`src/rtl/pad_ctrl_pkg.sv`:
```
// pad_ctrl_pkg: shared definitions for the pad control bank.
//   - byte offsets of the register map
//   - register index enum (word index = offset[5:2])
//   - bus FSM state enum
//   - default debounce counter width
package pad_ctrl_pkg;

  localparam int DEB_W_DEF = 8;

  localparam logic [5:0] OFF_OUT     = 6'h00;
  localparam logic [5:0] OFF_OE      = 6'h04;
  localparam logic [5:0] OFF_IN      = 6'h08;
  localparam logic [5:0] OFF_ALTSEL  = 6'h0C;
  localparam logic [5:0] OFF_PU      = 6'h10;
  localparam logic [5:0] OFF_PD      = 6'h14;
  localparam logic [5:0] OFF_CS      = 6'h18;
  localparam logic [5:0] OFF_DEBCNT  = 6'h1C;
  localparam logic [5:0] OFF_IRQEN   = 6'h20;
  localparam logic [5:0] OFF_IRQRISE = 6'h24;
  localparam logic [5:0] OFF_IRQFALL = 6'h28;
  localparam logic [5:0] OFF_PEND    = 6'h2C;

  typedef enum logic [3:0] {
    REG_OUT     = OFF_OUT[5:2],
    REG_OE      = OFF_OE[5:2],
    REG_IN      = OFF_IN[5:2],
    REG_ALTSEL  = OFF_ALTSEL[5:2],
    REG_PU      = OFF_PU[5:2],
    REG_PD      = OFF_PD[5:2],
    REG_CS      = OFF_CS[5:2],
    REG_DEBCNT  = OFF_DEBCNT[5:2],
    REG_IRQEN   = OFF_IRQEN[5:2],
    REG_IRQRISE = OFF_IRQRISE[5:2],
    REG_IRQFALL = OFF_IRQFALL[5:2],
    REG_PEND    = OFF_PEND[5:2]
  } reg_idx_e;

  typedef enum logic {
    BUS_IDLE = 1'b0,
    BUS_RESP = 1'b1
  } bus_state_e;

endpackage

```
`src/rtl/pad_ctrl_bank_if.sv`:
```
// pad_ctrl_bank_if: register bus between the SoC and the pad control bank.
//   valid : request, held by the master until ready
//   ready : one-cycle response strobe
//   addr  : byte address (word aligned)
//   we    : 1 write, 0 read
//   wdata : write data
//   rdata : read data, valid while ready is high
interface pad_ctrl_bank_if;
  logic        valid;
  logic        ready;
  logic [5:0]  addr;
  logic        we;
  logic [31:0] wdata;
  logic [31:0] rdata;

  modport master (output valid, addr, we, wdata, input ready, rdata);
  modport slave  (input valid, addr, we, wdata, output ready, rdata);
endinterface

```
`src/rtl/pad_debounce.sv`:
```
// pad_debounce: input conditioning for one pad.
//   clk_i, rst_i : clock, synchronous active-high reset
//   p2c          : raw asynchronous pad input
//   thresh       : debounce threshold (cycles of disagreement before accept)
//   sync         : 2-flop synchronised input
//   stable       : debounced input
//   rise, fall   : one-cycle edge pulses on the debounced value
module pad_debounce #(
  parameter int DEB_W = 8
) (
  input  logic             clk_i,
  input  logic             rst_i,
  input  logic             p2c,
  input  logic [DEB_W-1:0] thresh,
  output logic             sync,
  output logic             stable,
  output logic             rise,
  output logic             fall
);

  logic             sync_p0, sync_p1;
  logic             stable_p2, stable_p3;
  logic [DEB_W-1:0] cnt;

  function automatic logic [DEB_W-1:0] sat_inc(input logic [DEB_W-1:0] v);
    return (v == '1) ? v : v + DEB_W'(1);
  endfunction

  always_ff @(posedge clk_i) begin
    if (rst_i) begin
      sync_p0   <= 1'b0;
      sync_p1   <= 1'b0;
      stable_p2 <= 1'b0;
      stable_p3 <= 1'b0;
      cnt       <= '0;
    end else begin
      // p0/p1: metastability synchroniser
      sync_p0 <= p2c;
      sync_p1 <= sync_p0;
      // p2: debounced value; '>=' lets a lowered threshold complete at once
      if (sync_p1 != stable_p2) begin
        if (cnt >= thresh) begin
          stable_p2 <= sync_p1;
          cnt       <= '0;
        end else begin
          cnt <= sat_inc(cnt);
        end
      end else begin
        cnt <= '0;
      end
      // p3: previous debounced value for edge detection
      stable_p3 <= stable_p2;
    end
  end

  assign sync   = sync_p1;
  assign stable = stable_p2;
  assign rise   = stable_p2 & ~stable_p3;
  assign fall   = ~stable_p2 & stable_p3;

endmodule

```
`src/rtl/pad_ctrl_bank.sv`:
```
// pad_ctrl_bank: core-side controller for a bank of tri-state pads.
//   clk_i, rst_i    : clock, synchronous active-high reset
//   bus             : register bus (slave side)
//   alt_out_i/oe_i  : peripheral alternate-function output value / enable
//   alt_in_o        : synchronised pad input to peripherals
//   pad_c2p_o ...   : pad controls (c2p, c2p_en, cs, pu, pd)
//   pad_p2c_i       : asynchronous pad input
//   irq_o           : level interrupt, |(PEND & IRQEN)
module pad_ctrl_bank
  import pad_ctrl_pkg::*;
#(
  parameter int NUM_PADS = 8,
  parameter int DEB_W    = DEB_W_DEF
) (
  input  logic                clk_i,
  input  logic                rst_i,
  pad_ctrl_bank_if.slave      bus,
  input  logic [NUM_PADS-1:0] alt_out_i,
  input  logic [NUM_PADS-1:0] alt_oe_i,
  output logic [NUM_PADS-1:0] alt_in_o,
  output logic [NUM_PADS-1:0] pad_c2p_o,
  output logic [NUM_PADS-1:0] pad_c2p_en_o,
  output logic [NUM_PADS-1:0] pad_cs_o,
  output logic [NUM_PADS-1:0] pad_pu_o,
  output logic [NUM_PADS-1:0] pad_pd_o,
  input  logic [NUM_PADS-1:0] pad_p2c_i,
  output logic                irq_o
);

  typedef logic [NUM_PADS-1:0] pad_vec_t;

  pad_vec_t         out_r, oe_r, altsel_r, pu_r, pd_r, cs_r;
  pad_vec_t         irqen_r, irqrise_r, irqfall_r, pend_r;
  logic [DEB_W-1:0] debcnt_r;
  pad_vec_t         sync_v, in_v, rise_v, fall_v;
  pad_vec_t         wpad, pend_set, pend_clr;
  bus_state_e       state, state_nxt;
  reg_idx_e         idx;
  logic             req, wr;
  logic [31:0]      rd_mux, rdata_r;
  logic             unused_bits;

  assign idx  = reg_idx_e'(bus.addr[5:2]);
  assign req  = (state == BUS_IDLE) && bus.valid;
  assign wr   = req && bus.we;
  assign wpad = bus.wdata[NUM_PADS-1:0];
  assign unused_bits = ^{bus.addr[1:0], bus.wdata};

  // Bus FSM: state register
  always_ff @(posedge clk_i) begin
    if (rst_i) state <= BUS_IDLE;
    else       state <= state_nxt;
  end

  // Bus FSM: next state (RESP always lasts exactly one cycle)
  always_comb begin
    state_nxt = state;
    case (state)
      BUS_IDLE: if (bus.valid) state_nxt = BUS_RESP;
      BUS_RESP: state_nxt = BUS_IDLE;
      default:  state_nxt = BUS_IDLE;
    endcase
  end

  // Bus FSM: outputs
  always_comb begin
    bus.ready = (state == BUS_RESP);
  end

  assign bus.rdata = rdata_r;

  always_ff @(posedge clk_i) begin
    if (rst_i) begin
      out_r     <= '0;
      oe_r      <= '0;
      altsel_r  <= '0;
      pu_r      <= '0;
      pd_r      <= '0;
      cs_r      <= '1;
      debcnt_r  <= '0;
      irqen_r   <= '0;
      irqrise_r <= '0;
      irqfall_r <= '0;
    end else if (wr) begin
      case (idx)
        REG_OUT:     out_r     <= wpad;
        REG_OE:      oe_r      <= wpad;
        REG_ALTSEL:  altsel_r  <= wpad;
        REG_PU:      pu_r      <= wpad;
        REG_PD:      pd_r      <= wpad;
        REG_CS:      cs_r      <= wpad;
        REG_DEBCNT:  debcnt_r  <= bus.wdata[DEB_W-1:0];
        REG_IRQEN:   irqen_r   <= wpad;
        REG_IRQRISE: irqrise_r <= wpad;
        REG_IRQFALL: irqfall_r <= wpad;
        default:     ;
      endcase
    end
  end

  // A new event in the same cycle as a W1C of that bit keeps the bit set.
  assign pend_clr = (wr && idx == REG_PEND) ? wpad : '0;
  assign pend_set = ((rise_v & irqrise_r) | (fall_v & irqfall_r)) & irqen_r;

  always_ff @(posedge clk_i) begin
    if (rst_i) pend_r <= '0;
    else       pend_r <= (pend_r & ~pend_clr) | pend_set;
  end

  always_comb begin
    rd_mux = '0;
    case (idx)
      REG_OUT:     rd_mux[NUM_PADS-1:0] = out_r;
      REG_OE:      rd_mux[NUM_PADS-1:0] = oe_r;
      REG_IN:      rd_mux[NUM_PADS-1:0] = in_v;
      REG_ALTSEL:  rd_mux[NUM_PADS-1:0] = altsel_r;
      REG_PU:      rd_mux[NUM_PADS-1:0] = pu_r;
      REG_PD:      rd_mux[NUM_PADS-1:0] = pd_r;
      REG_CS:      rd_mux[NUM_PADS-1:0] = cs_r;
      REG_DEBCNT:  rd_mux[DEB_W-1:0]    = debcnt_r;
      REG_IRQEN:   rd_mux[NUM_PADS-1:0] = irqen_r;
      REG_IRQRISE: rd_mux[NUM_PADS-1:0] = irqrise_r;
      REG_IRQFALL: rd_mux[NUM_PADS-1:0] = irqfall_r;
      REG_PEND:    rd_mux[NUM_PADS-1:0] = pend_r;
      default:     rd_mux = '0;
    endcase
  end

  // Read data is only non-zero during the response cycle of a read.
  always_ff @(posedge clk_i) begin
    if (rst_i) rdata_r <= '0;
    else       rdata_r <= (req && !bus.we) ? rd_mux : '0;
  end

  assign pad_c2p_o    = (altsel_r & alt_out_i) | (~altsel_r & out_r);
  assign pad_c2p_en_o = (altsel_r & alt_oe_i)  | (~altsel_r & oe_r);
  assign pad_cs_o     = cs_r;
  assign pad_pu_o     = pu_r;
  assign pad_pd_o     = pd_r & ~pu_r;
  assign alt_in_o     = sync_v;
  assign irq_o        = |(pend_r & irqen_r);

  for (genvar g = 0; g < NUM_PADS; g++) begin : g_pad
    pad_debounce #(.DEB_W(DEB_W)) u_deb (
      .clk_i  (clk_i),
      .rst_i  (rst_i),
      .p2c    (pad_p2c_i[g]),
      .thresh (debcnt_r),
      .sync   (sync_v[g]),
      .stable (in_v[g]),
      .rise   (rise_v[g]),
      .fall   (fall_v[g])
    );
  end

endmodule

```
`src/flat_wrapper.sv`:
```
// flat-port wrapper written by rule: the top's interface ports become plain ports
module pad_ctrl_bank_flat import pad_ctrl_pkg::*;
#(
  parameter int NUM_PADS = 8,
  parameter int DEB_W    = DEB_W_DEF
)
  (clk_i, rst_i, alt_out_i, alt_oe_i, alt_in_o, pad_c2p_o, pad_c2p_en_o, pad_cs_o, pad_pu_o, pad_pd_o, pad_p2c_i, irq_o, bus_valid, bus_addr, bus_we, bus_wdata, bus_ready, bus_rdata);
  pad_ctrl_bank_if bus_i ();
  input  logic clk_i;
  input  logic rst_i;
  input  logic [NUM_PADS-1:0] alt_out_i;
  input  logic [NUM_PADS-1:0] alt_oe_i;
  output logic [NUM_PADS-1:0] alt_in_o;
  output logic [NUM_PADS-1:0] pad_c2p_o;
  output logic [NUM_PADS-1:0] pad_c2p_en_o;
  output logic [NUM_PADS-1:0] pad_cs_o;
  output logic [NUM_PADS-1:0] pad_pu_o;
  output logic [NUM_PADS-1:0] pad_pd_o;
  input  logic [NUM_PADS-1:0] pad_p2c_i;
  output logic irq_o;
  input wire logic [$bits(bus_i.valid)-1:0] bus_valid;
  input wire logic [$bits(bus_i.addr)-1:0] bus_addr;
  input wire logic [$bits(bus_i.we)-1:0] bus_we;
  input wire logic [$bits(bus_i.wdata)-1:0] bus_wdata;
  output wire logic [$bits(bus_i.ready)-1:0] bus_ready;
  output wire logic [$bits(bus_i.rdata)-1:0] bus_rdata;
  assign bus_i.valid = bus_valid;
  assign bus_i.addr = bus_addr;
  assign bus_i.we = bus_we;
  assign bus_i.wdata = bus_wdata;
  assign bus_ready = bus_i.ready;
  assign bus_rdata = bus_i.rdata;
  pad_ctrl_bank #(.NUM_PADS(NUM_PADS), .DEB_W(DEB_W)) u_core (.clk_i(clk_i), .rst_i(rst_i), .bus(bus_i), .alt_out_i(alt_out_i), .alt_oe_i(alt_oe_i), .alt_in_o(alt_in_o), .pad_c2p_o(pad_c2p_o), .pad_c2p_en_o(pad_c2p_en_o), .pad_cs_o(pad_cs_o), .pad_pu_o(pad_pu_o), .pad_pd_o(pad_pd_o), .pad_p2c_i(pad_p2c_i), .irq_o(irq_o));
endmodule
```
`config.mk`:
```
export PLATFORM = sky130hd
export DESIGN_NAME = pad_ctrl_bank_flat
export DESIGN_NICKNAME = d
export VERILOG_FILES = /design/src/rtl/pad_ctrl_pkg.sv /design/src/rtl/pad_ctrl_bank_if.sv /design/src/rtl/pad_debounce.sv /design/src/rtl/pad_ctrl_bank.sv /design/src/flat_wrapper.sv
export SDC_FILE = /design/constraint.sdc
export NUM_CORES = 1
export LEC_CHECK = 0
export BUFFER_PORTS_ARGS = -buffer_cell sky130_fd_sc_hd__buf_2
export CORE_UTILIZATION = 60
export CTS_BUF_LIST = sky130_fd_sc_hd__clkbuf_8
export DETAILED_ROUTE_END_ITERATION = 7
export PLACE_DENSITY_LB_ADDON = 0.3
export SLEW_MARGIN = 20
export SYNTH_ARGS = -nofsm -noshare
export SYNTH_HDL_FRONTEND = slang
export SYNTH_SLANG_ARGS = --single-unit
```
`constraint.sdc`:
```
create_clock -name clk_i -period 2.5 [get_ports clk_i]
set_input_delay 0.25 -clock clk_i [delete_from_list [all_inputs] [get_ports clk_i]]
set_output_delay 0.25 -clock clk_i [all_outputs]
set_load 0.01 [all_outputs]
```
# After elaboration in Yosys (flattened, before gate mapping)
# Index checks and enable logic that the tools add are counted.
dict set report classes {
  n_bitwise 59
  addsub 8
  n_eq_ne 27
  mux 4
  order_cmp 8
  reduce_logical 34
}
# cell count
set ops {}
lappend ops {{case mux 8 bit (12 select lines)} 1}
lappend ops {{bitwise AND 8 bit} 10}
lappend ops {{adder 8 x 1 -> 8 bit (second input constant)} 8}
lappend ops {{equality test 8 bit (second input constant)} 8}
lappend ops {{>= comparator 8 bit} 8}
lappend ops {{AND reduction 2 bit} 18}
lappend ops {{OR 8 bit} 4}
lappend ops {{NOT 1 bit} 26}
lappend ops {{NOT 8 bit} 3}
lappend ops {{OR reduction 3 bit} 8}
lappend ops {{bitwise AND 1 bit} 16}
lappend ops {{equality test 4 x 3 -> 1 bit (second input constant)} 4}
lappend ops {{equality test 4 bit (second input constant)} 4}
lappend ops {{equality test 4 x 2 -> 1 bit (second input constant)} 2}
lappend ops {{2-to-1 mux 8 bit} 1}
lappend ops {{!= test 1 bit} 8}
lappend ops {{OR reduction 8 bit} 1}
lappend ops {{equality test 4 x 1 -> 1 bit (second input constant)} 1}
lappend ops {{logical AND 1 bit} 4}
lappend ops {{logical NOT 4 bit} 1}
lappend ops {{case mux 1 bit (2 select lines)} 1}
lappend ops {{OR reduction 2 bit} 1}
lappend ops {{logical NOT 1 bit} 1}
lappend ops {{2-to-1 mux 1 bit} 1}
dict set report totals {
  output_inout_bits 82
  inputBits 66
  register_bits 217
  elab_cells 194
}

# Logic depth before layout (Yosys ltp)
# Gate-level depths: netlist of run 1.
dict set report logic_depth {
  depth_word 8
  mapped_depth 8
  ltp_nobuf 7
}

# Hierarchy
# Synthesis of run 1 repeated with hierarchy kept, for this count alone.
dict set report unflattened {
  cells_unflattened 1197
  area_unflattened_um2 10724.0
}
# module area_per_inst_um2 n_inst cells_per_inst seq_area_each_um2
set by_module_without_submodules {}
lappend by_module_without_submodules {pad_ctrl_bank 5138.7 1 535 1941.9}
lappend by_module_without_submodules {{pad_debounce at u_core.g_pad[0].u_deb ...} 695.7 7 83 240.2}
lappend by_module_without_submodules {{pad_debounce at u_core.g_pad[7].u_deb} 715.7 1 81 240.2}

# Worst setup path before layout of run 1
# No wires, ideal clock.
dict set report synth_path {
  kind {register to register}
  start {register u_core.debcnt_r[1]}
  end {register u_core.g_pad[0].u_deb.stable_p2}
  n_path_buf 0
  synth_period_minus_slack_ns 1.789
  stages_incl_launch_ff 8
  arrival_ns 1.668
  required_time_ns 2.379
  slack_ns 0.711
  setup_time_ns 0.121
  cell_sequence {dfxtp_1 > inv_1 > ha_1 > nor2b_1 > o211a_1 > a211oi_2 > o21ai_0 > mux2_2}
}
dict set report synth_between {
  elab_chain_cells 2
}
# element line
set synth_lines {}
lappend synth_lines {{start: declaration} pad_ctrl_bank.sv:34} ;# logic [DEB_W-1:0] debcnt_r;
lappend synth_lines {{start signal: assignment} pad_ctrl_bank.sv:92} ;# REG_DEBCNT: debcnt_r <= bus.wdata[DEB_W-1:0];
lappend synth_lines {{>= comparator 8 bit} pad_debounce.sv:42} ;# if (cnt >= thresh) begin
lappend synth_lines {{AND reduction 2 bit (no source line)} -}
lappend synth_lines {{end signal: assignment} pad_debounce.sv:43} ;# stable_p2 <= sync_p1;
lappend synth_lines {{end: declaration} pad_debounce.sv:22} ;# logic stable_p2, stable_p3;
# No other way between the ends.
# A chain may end at the register's enable or synchronous reset.

# Worst setup path in the final report of run 1
dict set report layout_path {
  start {register u_core.debcnt_r[2]}
  end {register u_core.g_pad[4].u_deb.cnt[5]}
}
dict set report layout_between {
  elab_chain_cells 2
}
# element line
set layout_lines {}
lappend layout_lines {{>= comparator 8 bit} pad_debounce.sv:42}
lappend layout_lines {{OR reduction 3 bit (no source line)} -}
lappend layout_lines {{end signal: assignment} pad_debounce.sv:46} ;# cnt <= sat_inc(cnt);
lappend layout_lines {{end: declaration} pad_debounce.sv:23} ;# logic [DEB_W-1:0] cnt;
# No other way between the ends.

==> out/results.tsv, run 1 <==
metric	value	unit
detail-routed net length per standard cell	16.56	um
result of the run	completed	
headroom to the max-slew limit	61.77	%
CTS tree	done	
Max Fclk	0.4474	GHz
source of the worst register-to-register timing path	u_core.debcnt_r[2]	
share of synthesized registers carrying an async set or reset	0	%
worst endpoint data arrival time	2.62	ns
Yosys cell types	68	
length in cells of the worst reg-to-reg path	7	
post-layout min period	2.235	ns
quantity of I/O buffers inserted on ports	97	
Syn Std Cell Area	0.01031	sq mm
Synth warnings	0	
cell type with the highest aggregate area in the netlist	dfxtp_1	
vias in the first global route	7807	
Total Neg Setup Slack	0	ns
initial antenna violation count	0	
ports placed on the boundary	148	
final hold slack	0.04346	ns
Root Driver	clkbuf_8	
maximum clock path buffer count	2	
Total Die Area	0.01772	sq mm
Antenna Diode Count	0	
number of design rule violations left after detail routing	0	
TritonRoute pass-1 iters	5	
final count of hold timing violations	0	
via/cell ratio	5.844	
Hold Crit Depth	2	
number of max-slew violations in the final report	0	
worst vdd ir	0.0003744	V
clock latency on the worst-skew pair	0.48	ns
number of non-filler instances in the completed layout	1471	
Cell Pwr Density	489.8	mW/mm^2
Mapped Avg Cell Area	8.900	sq um
WL final	24350	um
depth of the CTS H-tree	4	
placement-stage cell area	0.01078	sq mm
number of standard-cell rows in the floorplan	47	
worst reg-to-reg setup slack	0.27	ns
Worst path slowest cell	inv_1	
number of buffers created by CTS	17	
synth top area cells	dfxtp_1, ha_1, mux2i_1	
number of endpoints failing setup at the final stage	0	
number of flops mapped to enable cells by yosys	0	
sum of net half-perimeters after detailed placement	17450	um
number of instances in the synthesized netlist	1159	
Std-Cell Core Area	0.01670	sq mm
cells traversed along the worst timing path	inv_1 -> ha_1 -> a211oi_1 -> o21ai_0 -> a21oi_1 -> nand2_1 -> a311oi_2	
Seq/Total Area, Yosys	37.46	%
top_reg_cell synth	dfxtp_1	
ANT nets after route	0	
number of buffers and inverters on the critical path	1	
Placed Cells incl. Taps	1432	
P_leak	4.611	nW
area of all placed cells without fillers	0.01123	sq mm
post-CTS setup buffers	0	
initial drt markers	664	
effective utilization at floorplan	61.76	%
data required time at the worst endpoint	2.89	ns
clk slew on worst S/H paths	0.10	ns
Final Util	67.25	%
detailed-route via count	8597	
R2R Path End	u_core.g_pad[4].u_deb.cnt[5]	
proportion of netlist area held by the largest area contributor	37.46	%
GRT Residual Overflow	0	
class of the tightest hold or removal check	in2reg	
endpoint of the worst hold-timing path	u_core.g_pad[0].u_deb.sync_p0	
setup repair after global routing missed its margin	false	
crit-path max FO	8	
global-route wire length before repair	38750	um
placer's final routability congestion estimate	0.9034	
Crit path max-delay family	compound AO/OA/AOI/OAI gates	
kind of end point of the critical path	flip-flop	
kind of start point of the critical path	flip-flop	
final cycle utilization of the critical path	89.40	%
class of the most critical setup path	reg2reg	
Hold Startpoint	pad_p2c_i[0]	
number of sinks driven by the clock tree	193	
number of synthesized register bits	193	
number of maximum-capacitance violations	0	
area growth from synthesis to layout	8.879	%
floorplan die width	133.1	um
Fill cells	1388	
Worst Max-Slew Pin Slew	0.5714	ns
worst clock skew on the final layout	0.01451	ns
final net count	1376	
Total GRT Usage	27.66	%
share of cells above drive strength 1	15.99	%
Chip Height	133.1	um
pin count of the biggest net entering global routing	35	
peak per-stage delay on the critical path	0.34	ns
-- through the flow --
step | total power [W] | setup WS [ns]
after floorplan | 0.003472 | 0.7110
final | 0.005501 | 0.2650
after global placement | 0.003536 | 0.3962
after global routing | 0.005703 | 0.1297
after detailed placement | 0.003542 | 0.3204
after CTS | 0.005515 | 0.2846
-- registers in the layout, indices dropped and copies added (netlist names) --
| signal | flops |
|---|---|
| u_core.pad_pu_o | 8 |
| u_core.oe_r | 8 |
| u_core.irqen_r | 8 |
| u_core.out_r | 8 |
| u_core.pd_r | 8 |
| u_core.altsel_r | 8 |
| u_core.irqfall_r | 8 |
| u_core.pad_cs_o | 8 |
| u_core.bus.ready | 1 |
| u_core.debcnt_r | 8 |
| u_core.pend_r | 8 |
| u_core.g_pad.u_deb.stable | 8 |
| u_core.bus.rdata | 8 |
| u_core.irqrise_r | 8 |
| u_core.g_pad.u_deb.stable_p3 | 8 |
| u_core.g_pad.u_deb.sync_p0 | 8 |
| u_core.g_pad.u_deb.cnt | 64 |
| u_core.g_pad.u_deb.sync | 8 |
-- routing by layer --
metal / vias up / part of all wire [%] / GRT usage [%] / wire, um
li1: 4216 / - / - / -
met1: 4060 / 45 / 36.40 / 10890
met2: 273 / 47 / 44.88 / 11520
met3: 48 / 5.5 / 5.023 / 1343
met4: 0 / 2.5 / 11.24 / 602
met5: - / 0 / 0 / 0
-- cell usage in the layout, fill, tap and decap left out, types with 12 or more instances in the layout --
master	Yosys	final
a211oi_1	17	17
a21oi_1	64	64
a31oi_1	26	26
and3_1	16	16
buf_2	19	96
buf_4	37	16
clkbuf_8	0	17
conb_1	1	24
dfxtp_1	193	193
ha_1	72	72
inv_1	28	28
mux2_2	24	24
mux2i_1	77	77
nand2_1	79	79
nand3_1	58	58
nand3b_1	13	13
nand4_1	12	12
nor2_1	144	144
nor2b_1	54	54
nor3_1	22	22
o21ai_0	48	48
xnor2_1	19	19
-- logic make-up (layout without fill, tap and decap cells) --
kind of cell             Yosys count  after routing  share of synthesized area (%)
buffers and inverters            111            180                          5.907
other                              1             24                        0.03636
adder cells (fa/ha/maj)           72             72                          8.734
multiplexers                     107            107                          11.29
XOR/XNOR                          27             27                          2.293
AO/OA/AOI/OAI                    199            199                          11.79
AND/OR/NAND/NOR                  449            449                          22.49
flip-flops                       193            193                          37.46
-- cell usage after synthesis, drive strengths merged (12+ instances only) --
master,count
nor3,22
mux2,25
dfxtp,193
a21oi,64
nor2,149
and3,17
ha,72
nand2,83
nand3,63
inv,29
nand3b,13
a211oi,18
xnor2,19
o21ai,48
a31oi,26
nand4,12
clkbuf,17
mux2i,77
nor2b,54
buf,65
-- how the worst max path moves through the flow --
| stage | from | end | slack [ns] | cells after the start |
|---|---|---|---|---|
| after global placement | u_core.debcnt_r[2] | u_core.g_pad[4].u_deb.cnt[5] | 0.40 | 7 |
| after global routing | u_core.debcnt_r[2] | u_core.g_pad[4].u_deb.cnt[6] | 0.13 | 7 |
| after detailed placement | u_core.debcnt_r[2] | u_core.g_pad[4].u_deb.cnt[6] | 0.32 | 7 |
| after CTS | u_core.debcnt_r[2] | u_core.g_pad[4].u_deb.cnt[6] | 0.28 | 7 |
| after floorplan | u_core.debcnt_r[1] | u_core.g_pad[0].u_deb.stable | 0.71 | 7 |
| final | u_core.debcnt_r[2] | u_core.g_pad[4].u_deb.cnt[5] | 0.27 | 7 |
-- what timing repair did --
item | CTS | global route
resized for setup | 0 | 0
hold endpoints to repair | 7 | 0
hold buffers | 7 | 0
-- area by class of cell --
type / instances / area (sq um) / share of cell area, %
clock buffer: 17 / 234.0 / 2.083
clock inverter: 15 / 150.1 / 1.337
inverter: 29 / 108.9 / 0.9692
multi-input combinational: 878 / 5928 / 52.79
sequential: 193 / 3864 / 34.40
tap: 220 / 275.3 / 2.451
timing repair buffer: 119 / 670.6 / 5.971
-- power breakdown --
part / internal (W) / switching (W) / total (W)
combinational: 0.000132 / 0.000227 / 0.000358
sequential: 0.00310 / 0.0000265 / 0.00313
clock: 0.000813 / 0.00120 / 0.00201
total: 0.00405 / 0.00145 / 0.00550
No activity file was read; power rests on OpenSTA's default activity.
==> run 2: changes to the inputs <==
--- a/config.mk
+++ b/config.mk
@@ -5,6 +5,7 @@
 export SDC_FILE = /design/constraint.sdc
 export NUM_CORES = 1
 export LEC_CHECK = 0
+export ABC_AREA = 1
 export BUFFER_PORTS_ARGS = -buffer_cell sky130_fd_sc_hd__buf_2
 export CORE_UTILIZATION = 60
 export CTS_BUF_LIST = sky130_fd_sc_hd__clkbuf_8
==> run 2 against run 1 <==
Clock skew increased by 0.0024 ns. Worst setup slack improved by 0.11 ns. Sequential power about the same. Power increased by 1.0%. Via count increased by 15%. Wire length increased by 4.3%. Flip-flop and latch count unchanged. Core utilization increased by 1.2 points. Critical path type unchanged.
==> out/results.tsv, run 2 <==
metric	value	unit
top_reg_cell synth	dfxtp_1	
number of flops mapped to enable cells by yosys	0	
clk slew on worst S/H paths	0.10	ns
endpoint of the worst hold-timing path	u_core.bus.ready	
length in cells of the worst reg-to-reg path	6	
Std-Cell Core Area	0.01682	sq mm
setup repair after global routing missed its margin	false	
number of standard-cell rows in the floorplan	47	
most common cell after layout, fill and taps aside	nand2_1	
worst clock skew on the final layout	0.01687	ns
proportion of netlist area held by the largest area contributor	36.98	%
initial drt markers	775	
cells traversed along the worst timing path	inv_1 -> ha_1 -> a21o_1 -> nor2_1 -> nand4_1 -> nor2_1	
flip-flop count of the largest register, all copies and words added	64	
placer's final routability congestion estimate	0.9189	
post-layout min period	2.129	ns
ANT nets after route	0	
floorplan die width	134.0	um
share of synthesized registers carrying an async set or reset	0	%
Chip Height	134.0	um
number of non-filler instances in the completed layout	1858	
ports placed on the boundary	148	
data required time at the worst endpoint	2.90	ns
worst vdd ir	0.0004470	V
TritonRoute pass-1 iters	6	
Cell Pwr Density	482.5	mW/mm^2
number of endpoints failing setup at the final stage	0	
Max Fclk	0.4698	GHz
cell type with the highest aggregate area in the netlist	dfxtp_1	
Final Util	68.48	%
Top cell by count, worst path	nor2_1	
CTS tree	done	
register with the highest flop count	u_core.g_pad.u_deb.cnt	
global-route wire length before repair	41110	um
Total Die Area	0.01795	sq mm
Total GRT Usage	28.79	%
initial antenna violation count	0	
kind of end point of the critical path	flip-flop	
R2R Path End	u_core.g_pad[0].u_deb.cnt[5]	
effective utilization at floorplan	62.13	%
worst reg-to-reg setup slack	0.37	ns
P_leak	5.671	nW
Seq/Total Area, Yosys	36.98	%
detail-routed net length per standard cell	13.66	um
WL final	25390	um
detailed-route via count	9900	
maximum clock path buffer count	2	
Mapped Avg Cell Area	6.838	sq um
number of buffers created by CTS	17	
number of synthesized register bits	193	
depth of the CTS H-tree	4	
Syn Std Cell Area	0.01045	sq mm
via/cell ratio	5.328	
quantity of I/O buffers inserted on ports	97	
number of sinks driven by the clock tree	193	
Placed Cells incl. Taps	1819	
number of maximum-capacitance violations	0	
worst endpoint data arrival time	2.53	ns
headroom to the max-slew limit	56.58	%
clock latency on the worst-skew pair	0.48	ns
commonest cells in the synthesized netlist	nand2_1, nor2_1, inv_1	
Antenna Diode Count	0	
Hold Crit Depth	3	
most frequent cell after synthesis	nand2_1	
kind of start point of the critical path	flip-flop	
sum of net half-perimeters after detailed placement	18620	um
Synth warnings	0	
peak per-stage delay on the critical path	0.38	ns
vias in the first global route	8622	
number of instances in the synthesized netlist	1528	
source of the worst register-to-register timing path	u_core.debcnt_r[7]	
Worst path slowest cell	inv_1	
Root Driver	clkbuf_8	
GRT Residual Overflow	0	
final count of hold timing violations	0	
number of max-slew violations in the final report	0	
pin count of the biggest net entering global routing	38	
result of the run	completed	
number of design rule violations left after detail routing	0	
Worst Max-Slew Pin Slew	0.6491	ns
final hold slack	0.05125	ns
synth top area cells	dfxtp_1, nand2_1, ha_1	
Yosys cell types	29	
Total Neg Setup Slack	0	ns
class of the most critical setup path	reg2reg	
most frequent cells in the layout	nand2_1, nor2_1, inv_1	
area growth from synthesis to layout	10.23	%
crit-path max FO	9	
class of the tightest hold or removal check	in2reg	
final cycle utilization of the critical path	85.14	%
Hold Startpoint	bus_valid	
final net count	1764	
share of cells above drive strength 1	9.585	%
run 2: cell types whose count changed in the layout (fill, tap and decap cells not counted), sizes merged, moves of 17 or more:
cell | previous run | this run
nand2 | 83 | 319
inv | 35 | 203
mux2 | 25 | 0
nor2 | 149 | 234
nand3 | 63 | 142
xnor2 | 19 | 0
a211oi | 18 | 0
mux2i | 77 | 0
and3 | 17 | 0
o21ai | 48 | 112
xor2 | 8 | 25
a21oi | 64 | 98
nor2b | 54 | 0
a31oi | 26 | 0
run 2: routing by layer:
metal	global-route usage, %	part of all wire, %	up-vias
met5	0	0	-
met4	9.659	1.8	0
met3	5.896	6.6	39
met2	47.04	47	308
met1	37.80	45	4506
li1	-	-	5047
run 2: where the power goes:
part           switching [W]  internal (W)
Sequential         0.0000325       0.00311
Combinational       0.000265      0.000124
Clock                0.00110      0.000922
Total                0.00140       0.00416
run 2: logic make-up after synthesis:
kind of cell	Yosys count	share of synthesized area [%]
fa+ha+maj	72	8.622
buf+inv	269	11.18
other cells	1	0.03589
simple gates	732	29.13
flops	193	36.98
compound gates	236	11.95
xor+xnor	25	2.096
run 2: what timing repair did:
| action | CTS | global route |
|---|---|---|
| buffers inserted | 0 | 0 |
| hold endpoints to repair | 8 | 0 |
| hold buffers | 8 | 0 |
| resized for setup | 0 | 0 |
| setup endpoints to repair | 0 | 0 |
run 2: layout make-up:
class                   instances  area (sq um)
clock buffers                  19         261.5
clock inverters                12         120.1
fillers                      1497          5301
inverters                     200         750.7
multi-input cells            1089          5505
flip-flops and latches        193          3864
well taps                     220         275.3
repair buffers                125         740.7
run 2: critical path: cells and delay by family (launching register included):
| family | cells | cell delay [ns] |
|---|---|---|
| AND/OR/NAND/NOR | 3 | 0.83 |
| buffers and inverters | 1 | 0.38 |
| adder cells (fa/ha/maj) | 1 | 0.34 |
| flip-flops | 1 | 0.32 |
| AO/OA/AOI/OAI | 1 | 0.18 |
run 2: per-stage QoR:
| step | area [sq um] | total power, W | setup WS (ns) |
|---|---|---|---|
| after detailed placement | 11060 | 0.003588 | 0.4615 |
| after CTS | 11520 | 0.005575 | 0.3812 |
| after global routing | 11520 | 0.005749 | 0.2081 |
| after global placement | 11060 | 0.003578 | 0.5150 |
| after floorplan | 10540 | 0.003473 | 0.9968 |
| final | 11520 | 0.005557 | 0.3714 |
run 2: worst max path at each step:
stage / from / endpoint / slack, ns / cells past startpoint
4_1_cts: u_core.debcnt_r[7] / u_core.g_pad[0].u_deb.cnt[5] / 0.38 / 6
6_report: u_core.debcnt_r[7] / u_core.g_pad[0].u_deb.cnt[5] / 0.37 / 6
2_1_floorplan: u_core.debcnt_r[7] / u_core.g_pad[3].u_deb.cnt[2] / 1.0 / 6
3_5_place_dp: u_core.debcnt_r[3] / u_core.g_pad[7].u_deb.cnt[1] / 0.46 / 9
5_1_grt: u_core.debcnt_r[3] / u_core.g_pad[7].u_deb.cnt[7] / 0.21 / 9
3_3_place_gp: u_core.debcnt_r[7] / u_core.g_pad[2].u_deb.cnt[5] / 0.52 / 6
